==> config.mk <==
export PLATFORM = sky130hd
export DESIGN_NAME = ctrl_pipeline
export DESIGN_NICKNAME = d
export VERILOG_FILES = /design/src/rtl/ctrl_pkg.sv /design/src/rtl/ctrl_pipeline_fwd_unit.sv /design/src/rtl/ctrl_pipeline.sv
export SDC_FILE = /design/constraint.sdc
export NUM_CORES = 1
export LEC_CHECK = 0
export BUFFER_PORTS_ARGS = -buffer_cell sky130_fd_sc_hd__buf_2
export CORE_MARGIN = 1
export CORE_UTILIZATION = 50
export CTS_CLUSTER_DIAMETER = 50
export DETAILED_ROUTE_END_ITERATION = 8
export PLACE_DENSITY = 0.89
export SLEW_MARGIN = 20
export SYNTH_ARGS = -nofsm -noshare
export SYNTH_HDL_FRONTEND = slang
export SYNTH_HIERARCHICAL = 1
export SYNTH_SLANG_ARGS = --single-unit
==> constraint.sdc <==
create_clock -name clk -period 3.2 [get_ports clk]
set_input_delay 0.64 -clock clk [delete_from_list [all_inputs] [get_ports clk]]
set_output_delay 0.64 -clock clk [all_outputs]
set_load 0.005 [all_outputs]
==> src/rtl/ctrl_pkg.sv <==
// Shared types and constants for the pipeline control path: opcodes, control bundle,
// per-stage register layouts and operand-forwarding select encodings.
package ctrl_pkg;

  localparam int unsigned REG_AW = 5;
  localparam int unsigned AOP_W  = 2;
  localparam int unsigned CTRL_W = 9;

  localparam logic [5:0] OP_R    = 6'b000000;
  localparam logic [5:0] OP_LW   = 6'b100011;
  localparam logic [5:0] OP_SW   = 6'b101011;
  localparam logic [5:0] OP_BEQ  = 6'b000100;
  localparam logic [5:0] OP_BNE  = 6'b000101;
  localparam logic [5:0] OP_ADDI = 6'b001000;
  localparam logic [5:0] OP_J    = 6'b000010;

  localparam logic [1:0] FWD_REG = 2'b00;
  localparam logic [1:0] FWD_WB  = 2'b01;
  localparam logic [1:0] FWD_MEM = 2'b10;

  typedef struct packed {
    logic             regDst;
    logic             aluSrc;
    logic             memToReg;
    logic             regWrite;
    logic             memRead;
    logic             memWrite;
    logic             branch;
    logic [AOP_W-1:0] aluOp;
  } ctrlBundle_t;

  localparam ctrlBundle_t CTRL_BUBBLE = ctrlBundle_t'(CTRL_W'(0));

  typedef struct packed {
    logic              valid;
    ctrlBundle_t       ctrl;
    logic [REG_AW-1:0] dest;
    logic [REG_AW-1:0] rs;
    logic [REG_AW-1:0] rt;
  } exStage_t;

  typedef struct packed {
    logic              memToReg;
    logic              regWrite;
    logic              memRead;
    logic              memWrite;
    logic              branch;
    logic [REG_AW-1:0] dest;
  } memStage_t;

  typedef struct packed {
    logic              memToReg;
    logic              regWrite;
    logic [REG_AW-1:0] dest;
  } wbStage_t;

  // Youngest producer wins; $0 is never a forwarding source.
  function automatic logic [1:0] fwdSel(
    input logic [REG_AW-1:0] src,
    input logic              memRegWrite,
    input logic [REG_AW-1:0] memDest,
    input logic              wbRegWrite,
    input logic [REG_AW-1:0] wbDest
  );
    logic [1:0] sel;
    sel = FWD_REG;
    if (memRegWrite && (memDest != REG_AW'(0)) && (memDest == src)) begin
      sel = FWD_MEM;
    end else if (wbRegWrite && (wbDest != REG_AW'(0)) && (wbDest == src)) begin
      sel = FWD_WB;
    end
    return sel;
  endfunction

endpackage

==> src/rtl/ctrl_pipeline_fwd_unit.sv <==
// EX-stage operand source selects derived from the MEM and WB stage destinations.
module fwd_unit
  import ctrl_pkg::*;
(
  input  logic [REG_AW-1:0] exRs,
  input  logic [REG_AW-1:0] exRt,
  input  logic              memRegWrite,
  input  logic [REG_AW-1:0] memDest,
  input  logic              wbRegWrite,
  input  logic [REG_AW-1:0] wbDest,
  output logic [1:0]        fwdA,
  output logic [1:0]        fwdB
);

  assign fwdA = fwdSel(exRs, memRegWrite, memDest, wbRegWrite, wbDest);
  assign fwdB = fwdSel(exRt, memRegWrite, memDest, wbRegWrite, wbDest);

endmodule

==> src/rtl/ctrl_pipeline.sv <==
// Carries decoded control bits from ID through EX, MEM and WB, inserting bubbles on
// load-use hazards and branch flush, and drives the EX forwarding selects.
module ctrl_pipeline
  import ctrl_pkg::*;
(
  input  logic              clk,
  input  logic              rst,
  input  logic              id_valid,
  input  logic              id_regdst,
  input  logic              id_alusrc,
  input  logic              id_memtoreg,
  input  logic              id_regwrite,
  input  logic              id_memread,
  input  logic              id_memwrite,
  input  logic              id_branch,
  input  logic [AOP_W-1:0]  id_aluop,
  input  logic [REG_AW-1:0] id_rs,
  input  logic [REG_AW-1:0] id_rt,
  input  logic [REG_AW-1:0] id_rd,
  input  logic              flush,
  output logic              stall,
  output logic              ex_regdst,
  output logic              ex_alusrc,
  output logic [AOP_W-1:0]  ex_aluop,
  output logic [REG_AW-1:0] ex_dest,
  output logic              mem_memread,
  output logic              mem_memwrite,
  output logic              mem_branch,
  output logic [REG_AW-1:0] mem_dest,
  output logic              wb_memtoreg,
  output logic              wb_regwrite,
  output logic [REG_AW-1:0] wb_dest,
  output logic [1:0]        fwd_a,
  output logic [1:0]        fwd_b
);

  exStage_t  exQ,  exD;
  memStage_t memQ, memD;
  wbStage_t  wbQ,  wbD;

  // Load-use hazard against the instruction currently in EX; flush wins.
  assign stall = exQ.valid & exQ.ctrl.memRead & (exQ.dest != REG_AW'(0)) &
                 ((exQ.dest == id_rs) | (exQ.dest == id_rt)) & id_valid & ~flush;

  always_comb begin
    exD = '0;
    if (!flush && !stall && id_valid) begin
      exD.valid         = 1'b1;
      exD.ctrl.regDst   = id_regdst;
      exD.ctrl.aluSrc   = id_alusrc;
      exD.ctrl.memToReg = id_memtoreg;
      exD.ctrl.regWrite = id_regwrite;
      exD.ctrl.memRead  = id_memread;
      exD.ctrl.memWrite = id_memwrite;
      exD.ctrl.branch   = id_branch;
      exD.ctrl.aluOp    = id_aluop;
      exD.dest          = id_regdst ? id_rd : id_rt;
      exD.rs            = id_rs;
      exD.rt            = id_rt;
    end

    memD = '0;
    if (!flush) begin
      memD.memToReg = exQ.ctrl.memToReg;
      memD.regWrite = exQ.ctrl.regWrite;
      memD.memRead  = exQ.ctrl.memRead;
      memD.memWrite = exQ.ctrl.memWrite;
      memD.branch   = exQ.ctrl.branch;
      memD.dest     = exQ.dest;
    end

    // A flushing branch in MEM still retires; it carries regWrite=0.
    wbD          = '0;
    wbD.memToReg = memQ.memToReg;
    wbD.regWrite = memQ.regWrite;
    wbD.dest     = memQ.dest;
  end

  always_ff @(posedge clk) begin
    if (rst) begin
      exQ  <= '0;
      memQ <= '0;
      wbQ  <= '0;
    end else begin
      exQ  <= exD;
      memQ <= memD;
      wbQ  <= wbD;
    end
  end

  assign ex_regdst    = exQ.ctrl.regDst;
  assign ex_alusrc    = exQ.ctrl.aluSrc;
  assign ex_aluop     = exQ.ctrl.aluOp;
  assign ex_dest      = exQ.dest;
  assign mem_memread  = memQ.memRead;
  assign mem_memwrite = memQ.memWrite;
  assign mem_branch   = memQ.branch;
  assign mem_dest     = memQ.dest;
  assign wb_memtoreg  = wbQ.memToReg;
  assign wb_regwrite  = wbQ.regWrite;
  assign wb_dest      = wbQ.dest;

  fwd_unit uFwd (
    .exRs        (exQ.rs),
    .exRt        (exQ.rt),
    .memRegWrite (memQ.regWrite),
    .memDest     (memQ.dest),
    .wbRegWrite  (wbQ.regWrite),
    .wbDest      (wbQ.dest),
    .fwdA        (fwd_a),
    .fwdB        (fwd_b)
  );

endmodule

# Word-level counts from Yosys, hierarchy flattened
# Cells that the tools add are included.
[classes]
eq_ne = 6
muxes = 6
bitwise_logic = 8
reduce_logical = 15
[ops]
columns = ["op", "count"]
rows = [
  ["$eq A5 B5 Y1", 6],
  ["$mux W25", 1],
  ["$reduce_bool A5 Y1", 3],
  ["$logic_and A1 B1 Y1", 8],
  ["$and A1 B1 Y1", 5],
  ["$mux W5", 1],
  ["$mux W2", 2],
  ["$reduce_or A2 Y1", 2],
  ["$logic_not A1 Y1", 2],
  ["$mux W1", 2],
  ["$not A1 Y1", 2],
  ["$or A1 B1 Y1", 1],
]
[word_totals]
register_bits = 42
inputBits = 28
out_inout_bits = 29
elab_cells = 56

# Depth between registers and ports, before layout
# Gate-level depths: netlist of run 1.
[depth]
depth_word = 10
ltp_mapped = 5

# Hierarchy
# Netlist of run 1, hierarchy kept.
[by_module_without_submodules]
columns = ["mod", "instances", "cells_each", "area_per_inst_um2"]
rows = [
  ["ctrl_pipeline", 1, 151, 1631.6],
  ["fwd_unit", 1, 34, 257.7],
]

# Worst setup path before layout of run 1
# OpenSTA, ideal clock, no wires.
[synth_path]
kind = "flip-flop to output port"
startpoint = "register memQ (netlist bit mem_dest[1])"
endpoint = "output port fwd_a[0]"
t_arrival_ns = 1.397
required_ns = 2.560
slack_ns = 1.163
path_stages_with_launch = 5
n_path_buf = 0
cell_sequence = "dfxtp_1 > or4_1 > o21ai_2 > nor4_1 > nor4_1"
[synth_via]
elab_chain_cells = 4
word_cells_on_any_way = 5
classes_between = "1 x eq/ne; 1 x mux; 3 x reduce/logical"
[synth_rtl]
columns = ["element", "line_no", "source"]
rows = [
  ["from (decl)", "ctrl_pipeline.sv:38", "memStage_t memQ, memD;"],
  ["from (signal assigned)", "ctrl_pipeline.sv:86", "memQ <= memD;"],
  ["$reduce_bool A5 Y1", "ctrl_pkg.sv:67", "if (memRegWrite && (memDest != REG_AW'(0)) && (memDest == src)) begin"],
  ["$logic_and A1 B1 Y1", "ctrl_pkg.sv:67", ""],
  ["$logic_and A1 B1 Y1 (*)", "ctrl_pkg.sv:67", ""],
  ["$mux W2 (*)", "ctrl_pkg.sv:67", ""],
  ["to (decl)", "ctrl_pipeline.sv:33", "output logic [1:0] fwd_a,"],
]
# Every way passes the cells marked *; elsewhere a longest branch is shown, timed or not.

# Worst setup path in the final report of run 1
# Same ends and word-level chain as after synthesis.

==> metrics, run 1 <==
# setup viols final 0; unique cell type count in the Yosys netlist 26; # diodes 0; Largest stage delay, worst path 540 ps; Die Y about 63 um; DR DRC count 0; status complete, no violations; Pleak around 0.00096 uW; CTS tree built; ANT nets after route 0; Num CTS Buffers 5; Critical Path RT around 2600 ps; DP HPWL roughly 2700 um; vias roughly 1.4k; Tot Pwr around 1100 uW; Post-Syn Nets between 200 and 250; Setup crit end kind output pin; Root Driver clkbuf_8; Layout Nets approximately 260; critical-path cell list or4_1 -> o21ai_2 -> nor4_1 -> nor4_1 -> buf_2; Syn. warnings 6; EDFF count, synth 0; Max Cap Viol 0; CP top delay family simple AND/OR/NAND/NOR gates; GRT Overall Usage just over 20%; Hold WC Path Type reg -> reg; Hold Buf Count CTS 0; Post-Route Skew 2.518 ps; CP Class reg -> out; initial antenna violation count 0; most common cell in the netlist dfxtp_1; top_reg_cell synth dfxtp_1; aggregate routed wire length between 3000 and 4000 um; Layout area overhead 17.42%; first-pass GRT wire length 6237 um; Post-Syn Area 1889 sq um; Worst-Margin Slew 820.3 ps; minimum clock period around 2500 ps; Fin Hold WS roughly 430 ps; final core occ around 64%; total gr overflow 0; Initial Util 54.47%; top cells by count, synth dfxtp_1 (42), xnor2_1 (26), nand3_1 (23); DRT iter0 DRCs 54; Vias per Instance 5.138; Async SR Flop Fraction 0%; vias in the first global route between 1k and 1.5k; Synth Area per Inst 10.21 sq um; placed cell area between 2000 and 2500 sq um; drt pass-1 iters 4; Setup Buffers After CTS 0; top cells by area, synth dfxtp_1 (45%), xnor2_1 (12%), a21oi_2 (9.3%); RSZ-0062 raised after global routing no; cell count after synthesis 185; Slew Limit Fails 0; Die ar. 4028 sq um; area leader, netlist dfxtp_1; relative slew slack between 40% and 50%; Port Buffer Count 56; CTS Buffer Depth 2; H-tree depth 2; FP Rows 21; Clk pin slew, worst setup/hold paths around 70 ps; cell area power density 509.8 nW/um^2; Final Hold Fails 0; number of buffer and inverter stages on the critical path 1; crit path max fanout 5; most frequent cell on the critical path nor4_1; Design Area, Final 2218 sq um; Die X about 63 um; Ports 57; Arr. time, crit path ~1900 ps; Sink Count 42; Placer Congestion 0.8452; Yosys reg bits 42; post-synthesis sequential area ratio approximately 45%; CTS resizes 0; clock latency on the worst-skew pair 290 ps; pin count of the biggest net entering global routing 26; Worst setup SP type flop; TNS Setup 0 ps; Achievable Freq ~400 MHz; post-synth top area share between 40% and 50%; Worst path slowest cell or4_1; Tcrit/Tclk final between 70% and 80%; Core Region 3468 sq um; layout cells sized above 1 39.30%; drt wl/cell ~14 um; VDD IR max about 0.00030 V
[metrics by stage]
stage | cells | setup WS, ps
3_3_place_gp | 267 | 1077
5_1_grt | 275 | 558.2
2_1_floorplan | 185 | 1163
6_report | 275 | 673.7
3_5_place_dp | 267 | 995.3
4_1_cts | 275 | 661.8
[path summary, 6_finish.rpt]
kind,startpoint,endpoint,slack (ps),depth (start not counted)
hold reg to reg,exQ[18],mem_memwrite,430,1
hold / removal,exQ[18],mem_memwrite,430,1
setup / recovery,mem_dest[1],fwd_a[0],670,5
setup reg to reg,ex_dest[0],ex_dest[2],1500,4
[worst register-to-register path: stages, from the launching register on]
cell and delay, ps:
dfxtp_1 370, or3_1 390, o311a_1 300, buf_4 270, a211oi_1 280
[routing by layer]
metal | track usage, % | part of all wire (%) | vias to the layer above
li1 | - | - | 707
met1 | 24.97 | 44 | 654
met2 | 32.71 | 49 | 44
met3 | 6.159 | 5.0 | 8
met4 | 9.659 | 2.3 | 0
met5 | 0 | 0 | -
[placed cells by master, fill, tap and decap left out, drive strengths merged, types with 6 or more instances in the layout]
cell	Yosys	final
and2	10	10
a21oi	20	20
nor2b	7	7
xnor2	26	26
nand3	23	23
dfxtp	42	42
clkbuf	5	6
buf	18	59
[kinds of logic after synthesis]
kind of cell | after synthesis | synth area share, %
AO/OA/AOI/OAI | 28 | 12.91
XOR/XNOR | 30 | 13.91
buffers and inverters | 23 | 9.205
flip-flops | 42 | 44.50
AND/OR/NAND/NOR | 57 | 16.82
multiplexers | 5 | 2.649
[where the power goes]
part           internal, uW  total (uW)  switching, uW
combinational          41.4        88.6           47.2
clock                   332         500            168
sequential              533         542           9.10
total                   907        1130            224
[flip-flops by register name (all words and copies together), names as in the netlist]
register and count:
wb_regwrite 1, ex_aluop 2, ex_dest 5, memQ 2
ex_alusrc 1, mem_memwrite 1, mem_branch 1, mem_dest 5
wb_dest 5, ex_regdst 1, wb_memtoreg 1, exQ 16
mem_memread 1
[final cells by class]
cell class,instances,area [sq um]
Clock buffer,6,82.58
Clock inverter,2,60.06
Fill cell,315,1250
Multi-Input combinational cell,120,874.6
Sequential cell,42,840.8
Tap cell,46,57.56
Timing Repair Buffer,59,302.8
Power figures use the tool's default switching activity.
==> run 2, diff against run 1 <==
==> constraint.sdc (replaced) <==
create_clock -name clk -period 2.5 [get_ports clk]
set_input_delay 0.5 -clock clk [delete_from_list [all_inputs] [get_ports clk]]
set_output_delay 0.5 -clock clk [all_outputs]
set_load 0.005 [all_outputs]
==> metrics, run 2 (synthesis results as in run 1) <==
Worst path slowest cell or4_1; aggregate routed wire length 3725 um (-0.96%); Clk pin slew, worst setup/hold paths 80 ps (about the same); Tcrit/Tclk final 92.29%; Arr. time, crit path 1810 ps (-80 ps); setup slack, reg-to-reg 790 ps (-710 ps); status complete, no violations; Max Cap Viol 0 (unchanged); critical-path cell list or4_1 -> o21ai_2 -> nor4_1 -> nor4_1 -> buf_2; CTS resizes 0 (unchanged); GRT Overall Usage 20.79% (+0.31 points); Die X 63.47 um (unchanged); H-tree depth 2 (unchanged); total gr overflow 0 (unchanged); Root Driver clkbuf_8; Hold WC Path Type reg -> reg; Critical Path RT 2000 ps (-560 ps); Layout area overhead 15.30%; RSZ-0062 raised after global routing no; Tot Pwr 1250 uW (+11%); Pleak 0.0009457 uW (-2.0%); Layout Nets 257 (+0.39%); Worst-Margin Slew 395.3 ps (-425.0 ps); WHS Path Cells 1 (unchanged); layout cells sized above 1 39.57% (+0.26 points); most frequent cells in the layout buf_2 (56), dfxtp_1 (42), xnor2_1 (26), nand3_1 (23), a21oi_2 (20); CP Class reg -> out; Port Buffer Count 56 (unchanged); vias 1422 (+0.64%); # diodes 0 (unchanged); Placer Congestion 0.8005 (-5.3%); hold-critical path endpoint mem_memwrite; Worst R2R Path Depth 4 (unchanged); TNS Setup 0 ps (unchanged); Ports 57 (unchanged); Setup crit end kind output pin; Largest stage delay, worst path 560 ps (+20 ps); Post-Route Skew 2.936 ps (+0.4173 ps); most frequent cell on the critical path nor4_1; minimum clock period roughly 2300 ps; CTS tree built; CTS Buffer Depth 2 (unchanged); Initial Util 54.47% (unchanged); Achievable Freq 433.4 MHz; Sink Count 42 (unchanged); drt wl/cell 13.50 um (-1.3%); ANT nets after route 0 (unchanged); initial antenna violation count 0 (unchanged); max reg flops 16 (unchanged); DRT iter0 DRCs 41 (-24%); vias in the first global route 1308 (-2.5%); FP Rows 21 (unchanged); Hold Buf Count CTS 0 (unchanged); cell area power density 574.0 nW/um^2 (+13%); number of buffer and inverter stages on the critical path 1 (unchanged); Die ar. 4028 sq um (unchanged); VDD IR max 0.0004352 V (+43%); hold path startpoint exQ[18]; drt pass-1 iters 4 (unchanged); CP top delay family simple AND/OR/NAND/NOR gates; pin count of the biggest net entering global routing 26 (unchanged); Setup Buffers After CTS 0 (unchanged); Num CTS Buffers 5 (unchanged); DR DRC count 0 (unchanged); commonest non-fill, non-tap cell in the layout buf_2; DP HPWL 2729 um (+1.8%); clock latency on the worst-skew pair 290 ps (about the same); relative slew slack 73.65% (+29 points); # setup viols final 0 (unchanged); Slew Limit Fails 0 (unchanged); Crit Reg-Reg Endpoint ex_dest[2]; Core Region 3468 sq um (unchanged); Worst setup SP type flop; worst flop-to-flop path startpoint ex_dest[0]; crit path max fanout 5 (unchanged); Vias per Instance 5.152 (+0.27%); Biggest register exQ; first-pass GRT wire length 6175 um (-0.99%); Die Y 63.47 um (unchanged); Final Hold Fails 0 (unchanged)
==> run 2: worst max path at each step <==
stage | depth (start not counted) | startpoint | slack (ps) | to
6_report | 5 | mem_dest[1] | 190 | fwd_b[0]
5_1_grt | 5 | mem_dest[1] | 20 | fwd_a[0]
4_1_cts | 5 | mem_dest[1] | 130 | fwd_a[0]
3_5_place_dp | 5 | mem_dest[1] | 460 | fwd_a[0]
3_3_place_gp | 5 | mem_dest[1] | 530 | fwd_b[0]
2_1_floorplan | 4 | mem_dest[1] | 600 | fwd_a[0]
==> run 2: per-layer routing <==
layer  wire length, um  GRT usage [%]
met5                 0              0
met3               256          7.790
met2              1815          32.31
met1              1560          24.66
met4                92          11.08
==> run 2: per-stage QoR <==
step | instances | utilization (%) | hold slack [ps] | setup WS [ps] | cell area (sq um)
2_1_floorplan | 185 | - | 405.7 | 602.8 | 1889
3_3_place_gp | 268 | 60.06 | 409.8 | 525.5 | 2083
3_5_place_dp | 268 | 60.06 | 411.3 | 461.4 | 2083
4_1_cts | 276 | 62.81 | 430.1 | 130.9 | 2178
5_1_grt | 276 | 62.81 | 441.1 | 17.86 | 2178
6_report | 276 | 62.81 | 432.1 | 192.8 | 2178
==> run 2: area by class of cell <==
| class | count | area, sq um |
|---|---|---|
| fillers | 321 | 1290 |
| well taps | 46 | 57.56 |
| flip-flops and latches | 42 | 840.8 |
| multi-input cells | 120 | 874.6 |
| clock inverters | 2 | 12.51 |
| repair buffers | 60 | 310.3 |
| clock buffers | 6 | 82.58 |
==> run 2: power breakdown <==
part           leakage [uW]  total, uW  internal (uW)  switching, uW
combinational      0.000558        113           54.1           58.7
sequential         0.000341        694            682           11.8
clock             0.0000472        444            222            222
total              0.000946       1250            958            293
